--- src/rtl/fetch_branch_unit.sv ---
`default_nettype none
// ============================================================================
// Module   : fetch_branch_unit
// Purpose  : Accepts fetched ROM words, forwards ordinary instructions and
//            resolves JMP/BZ/DJNZ/LDC/HALT back into the program counter.
// Revision : 1.0  initial release
// ============================================================================
module fetch_branch_unit #(
    parameter int INSTR_W = 16,
    parameter int ADDR_W  = 6
) (
    input  logic               clk,
    input  logic               rst,
    input  logic [ADDR_W-1:0]  pc_addr,
    input  logic [INSTR_W-1:0] rom_data,
    input  logic               zero_flag,
    output logic               branch,
    output logic [ADDR_W-1:0]  pc_target,
    output logic [INSTR_W-1:0] instr_out,
    output logic [ADDR_W-1:0]  instr_addr,
    output logic               instr_valid,
    output logic [ADDR_W-1:0]  loop_cnt,
    output logic               halted
);

    localparam logic [3:0]        c_OP_LDC  = 4'hB;
    localparam logic [3:0]        c_OP_JMP  = 4'hC;
    localparam logic [3:0]        c_OP_BZ   = 4'hD;
    localparam logic [3:0]        c_OP_DJNZ = 4'hE;
    localparam logic [3:0]        c_OP_HALT = 4'hF;
    localparam logic [ADDR_W-1:0] c_ONE     = {{(ADDR_W-1){1'b0}}, 1'b1};

    typedef enum logic [1:0] {
        S_RUN    = 2'd0,
        S_BRANCH = 2'd1,
        S_HALT   = 2'd2
    } state_t;

    state_t               state_q,     state_d;
    logic                 fresh_q,     fresh_d;
    logic [ADDR_W-1:0]    last_addr_q, last_addr_d;
    logic                 branch_q,    branch_d;
    logic [ADDR_W-1:0]    target_q,    target_d;
    logic [INSTR_W-1:0]   instr_q,     instr_d;
    logic [ADDR_W-1:0]    iaddr_q,     iaddr_d;
    logic                 valid_q,     valid_d;
    logic [ADDR_W-1:0]    loop_q,      loop_d;

    logic [3:0]           w_opcode;
    logic [ADDR_W-1:0]    w_target;
    logic                 w_accept;
    logic                 w_take;

    assign w_opcode = rom_data[INSTR_W-1 -: 4];
    assign w_target = rom_data[ADDR_W-1:0];
    // A repeated address is the PC's stall after reset/branch, not a new instruction.
    assign w_accept = fresh_q || (pc_addr != last_addr_q);

    always_comb begin
        state_d     = state_q;
        fresh_d     = fresh_q;
        last_addr_d = last_addr_q;
        branch_d    = 1'b0;
        target_d    = target_q;
        instr_d     = instr_q;
        iaddr_d     = iaddr_q;
        valid_d     = 1'b0;
        loop_d      = loop_q;
        w_take      = 1'b0;

        case (state_q)
            S_RUN: begin
                if (w_accept) begin
                    last_addr_d = pc_addr;
                    fresh_d     = 1'b0;
                    case (w_opcode)
                        c_OP_JMP:  w_take = 1'b1;
                        c_OP_BZ:   w_take = zero_flag;
                        c_OP_DJNZ: begin
                            if (loop_q > c_ONE) begin
                                loop_d = loop_q - c_ONE;
                                w_take = 1'b1;
                            end else if (loop_q == c_ONE) begin
                                loop_d = '0;
                            end
                        end
                        c_OP_LDC:  loop_d = w_target;
                        c_OP_HALT: begin
                            state_d  = S_HALT;
                            branch_d = 1'b1;
                            target_d = pc_addr;
                        end
                        default: begin
                            instr_d = rom_data;
                            iaddr_d = pc_addr;
                            valid_d = 1'b1;
                        end
                    endcase
                    if (w_take) begin
                        branch_d = 1'b1;
                        target_d = w_target;
                        state_d  = S_BRANCH;
                    end
                end
            end
            S_BRANCH: begin
                // Shadow word on pc_addr is dropped; the target arrives fresh next cycle.
                fresh_d = 1'b1;
                state_d = S_RUN;
            end
            S_HALT: begin
                branch_d = 1'b1;
            end
            default: state_d = S_RUN;
        endcase
    end

    always_ff @(posedge clk) begin
        if (rst) begin
            state_q     <= S_RUN;
            fresh_q     <= 1'b1;
            last_addr_q <= '0;
            branch_q    <= 1'b0;
            target_q    <= '0;
            instr_q     <= '0;
            iaddr_q     <= '0;
            valid_q     <= 1'b0;
            loop_q      <= '0;
        end else begin
            state_q     <= state_d;
            fresh_q     <= fresh_d;
            last_addr_q <= last_addr_d;
            branch_q    <= branch_d;
            target_q    <= target_d;
            instr_q     <= instr_d;
            iaddr_q     <= iaddr_d;
            valid_q     <= valid_d;
            loop_q      <= loop_d;
        end
    end

    assign branch      = branch_q;
    assign pc_target   = target_q;
    assign instr_out   = instr_q;
    assign instr_addr  = iaddr_q;
    assign instr_valid = valid_q;
    assign loop_cnt    = loop_q;
    assign halted      = (state_q == S_HALT);

endmodule
`default_nettype wire
--- config.mk ---
export PLATFORM = sky130hd
export DESIGN_NAME = fetch_branch_unit
export DESIGN_NICKNAME = d
export VERILOG_FILES = /design/src/rtl/fetch_branch_unit.sv
export SDC_FILE = /design/constraint.sdc
export NUM_CORES = 1
export LEC_CHECK = 0
export ABC_CLOCK_PERIOD_IN_PS = 2900
export CAP_MARGIN = 10
export CORE_MARGIN = 4
export CORE_UTILIZATION = 42
export CTS_CLUSTER_SIZE = 40
export DETAILED_ROUTE_END_ITERATION = 10
export PLACE_DENSITY = 0.73
export RECOVER_POWER = 50
export SLEW_MARGIN = 10
export SYNTH_ARGS = -nofsm -noshare
export SYNTH_HDL_FRONTEND = slang
export SYNTH_SLANG_ARGS = --single-unit
export TNS_END_PERCENT = 20
--- constraint.sdc ---
create_clock -name clk -period 2.9 [get_ports clk]
set_input_delay 0.725 -clock clk [delete_from_list [all_inputs] [get_ports clk]]
set_output_delay 0.725 -clock clk [all_outputs]
set_load 0.02 [all_outputs]
==> metrics.txt <==
Reg-to-Reg Start=loop_cnt[0]$_SDFFE_PP0P_; Reg area=~900 sq um; leakage power=roughly 0.0012 uW; CP Capture Type=register; critical path arrival=about 2.5 ns; clock buffer depth=2; RSZ-0062 raised after global routing=false; Final #Nets=324; DRC violations left=0; clock transition at the registers of the reported paths=about 0.090 ns; Setup Fix Bufs, Post-CTS=0; biggest fanout along the worst timing path=15; Setup CP Type=in2reg; Worst slew margin=0.483; vias in the first global route=roughly 1900; Max VDD drop=around 0.29 mV; register area share after synthesis=0.422; Slowest-stage cell, CP=clkdlybuf4s50_1; status=finished, final reports clean; Post-CTS Hold Fix Bufs=0; GR Util All Layers=0.176; Post-CTS Resized=0; Clock Sink Count=45; first-pass GRT wire length=around 8.9 mm; CP bufs+invs=3; Multi-input gate area=1150 sq um; I/O pins=62; Setup crit start=rom_data[12]; CP max stage delay=between 0.7 and 0.8 ns; Min-Delay Path Depth=2; ys async rst share=0; max-slew violations=0; Hold Fails Final Rpt=0; final wirelength=5.30 mm; Comb power frac=0.243; worst-margin pin slew=around 0.78 ns; Final setup viols=0; initial core utilization=0.443; Req. time, crit path=between 3 and 4 ns; Die Width=about 79 um; Period Utilization, post-route=0.816; total power=1530 uW; cell-internal power=roughly 1100 uW; most common cell after layout, fill and taps aside=dfxtp_1; Setup Skew=between 0.008 and 0.009 ns; CP cell instances=clkdlybuf4s50_1 -> inv_1 -> nor3_1 -> a311oi_4 -> buf_4 -> a21oi_1 -> a311oi_2; Worst Setup Slack, final=between 0.5 and 0.6 ns; # diodes=0; Detailed Routing Iterations Pass 1=4; worst min path class=reg2reg; CP Depth=7; IO buf count=61; initial antenna violation count=0; synthesized area per cell=between 9 and 10 sq um; fraction of final layout cells with drive strength greater than 1=0.117; CORE AREA=4820 sq um; switching part of the total power=0.285; Tmin final=2.37 ns; max-cap violation count=0; pre-CTS WS=0.255 ns; YS warnings=0; library cells used by synthesis=38; register share of total power=0.448; Post-Syn Instances=230; #FFs+latches synth=45; initial detailed-routing violation count=~110; Root Driver=clkbuf_8; via count=roughly 1900; startpoint types=input port; clock share of power=0.309; top-area cell type share of the netlist area=0.422; most frequent cells in the layout=45 x dfxtp_1, 34 x dlygate4sd3_1, 30 x nor2_1; Power Dens Cells=a little over 500 nW/um^2; Via density=~5.3; pin count of the biggest net entering global routing=between 40 and 50; fmax=between 0.4 and 0.5 GHz; Num CTS Buffers=5; Routed Antenna Nets=0; R2R cell count=8; grt ovf=0; Final GP Congestion=approximately 0.83; fin cells=around 370; Layout area overhead=39.7%; Post-Syn Area=~2100 sq um; cell row count=25; placed cells=around 360; CTS H-tree lvls=2; top_reg_cell synth=dfxtp_1; Clock Latency Late Sink=just under 0.3 ns; full die area=6290 sq um; hold_sp=last_addr_q[1]$_SDFFE_PP0P_; Top delay family on crit path=buffers and inverters; CTS tree=yes; final core utilization=0.619; top cells by area, synth=dfxtp_1 42%, mux2i_1 12%, a21oi_1 5.4%, nor2_1 5.3%, a311oi_2 4.2%; die height=79.3 um; NetSw=436 uW; Fillers=approximately 450; top cell type by total area after synthesis=dfxtp_1; Post-synth EDFFs=0; Detailed Place HPWL=3.88 mm; DR WL/cell=between 10 and 15 um; setup TNS=0 ns; Synthesized Nets=257
-- worst register-to-register path: stages, from the launching register on --
cell,delay (ns)
dfxtp_1,0.45
inv_1,0.09
ha_1,0.29
nor2_1,0.30
nor2_4,0.07
a311oi_4,0.28
buf_4,0.27
a21oi_1,0.11
a311oi_2,0.24
-- power by group through the flow --
stage / Combinational [uW] / Clock [uW] / Sequential, uW
finish: 371 / 472 / 686
global route: 404 / 507 / 693
CTS: 387 / 484 / 688
detailed placement: 385 / 0 / 702
global placement: 381 / 0 / 701
floorplan: 181 / 0 / 742
-- layout make-up --
class                           count  area share
Inverter                            5     0.00629
Timing Repair Buffer               74       0.240
Multi-Input combinational cell    166       0.386
Clock inverter                      2      0.0130
Clock buffer                        6      0.0243
Tap cell                           67      0.0281
Sequential cell                    45       0.302
-- kinds of logic after synthesis --
| group | share of synthesized area |
|---|---|
| xor gates and xnor gates | 0.0287 |
| adders and majority gates | 0.0117 |
| buffers and inverters | 0.0445 |
| and+or+nand+nor | 0.187 |
| AOI/OAI and AO/OA | 0.184 |
| muxes | 0.122 |
| DFF | 0.422 |
-- path summary, 6_finish.rpt --
path	to	slack, ns
worst max-delay path	pc_target[2]$_SDFFE_PP0P_	0.53
worst min-delay path	last_addr_q[1]$_SDFFE_PP0P_	0.47
worst max register to register	pc_target[2]$_SDFFE_PP0P_	0.71
worst min register to register	last_addr_q[1]$_SDFFE_PP0P_	0.47
-- cells in the mapped netlist (all sizes together), types with 3 or more instances --
cell type  number
inv             5
a21oi          24
xor2            6
o32ai           4
dfxtp          45
nand2b          6
nand2          18
a211oi          4
mux2i          26
a311oi          7
clkbuf          7
buf             7
nor3           15
nand3           3
nor2           31
-- layer usage --
| layer | wire, um | vias up | part of all wire | global-route usage |
|---|---|---|---|---|
| met5 | 0 | - | 0 | 0 |
| met4 | 73 | 0 | 0.014 | 0.0584 |
| met3 | 290 | 8 | 0.055 | 0.0329 |
| met2 | 2540 | 57 | 0.48 | 0.289 |
| met1 | 2390 | 900 | 0.45 | 0.232 |
| li1 | - | 954 | - | - |
-- sequential cells by signal, summed over array words and instances, names as in the netlist --
signal,flops
fresh_q,1
instr_out,16
loop_cnt,6
last_addr_q,6
instr_valid,1
state_q,2
pc_target,6
instr_addr,6
branch,1
-- through the flow --
step | instance area (sq um) | hold slack, ns
6_report | 2980 | 0.473
5_1_grt | 2980 | 0.494
4_1_cts | 2980 | 0.475
3_5_place_dp | 2870 | 0.462
3_3_place_gp | 2870 | 0.458
2_1_floorplan | 2140 | 0.448
(Power assumes the default switching activity.)
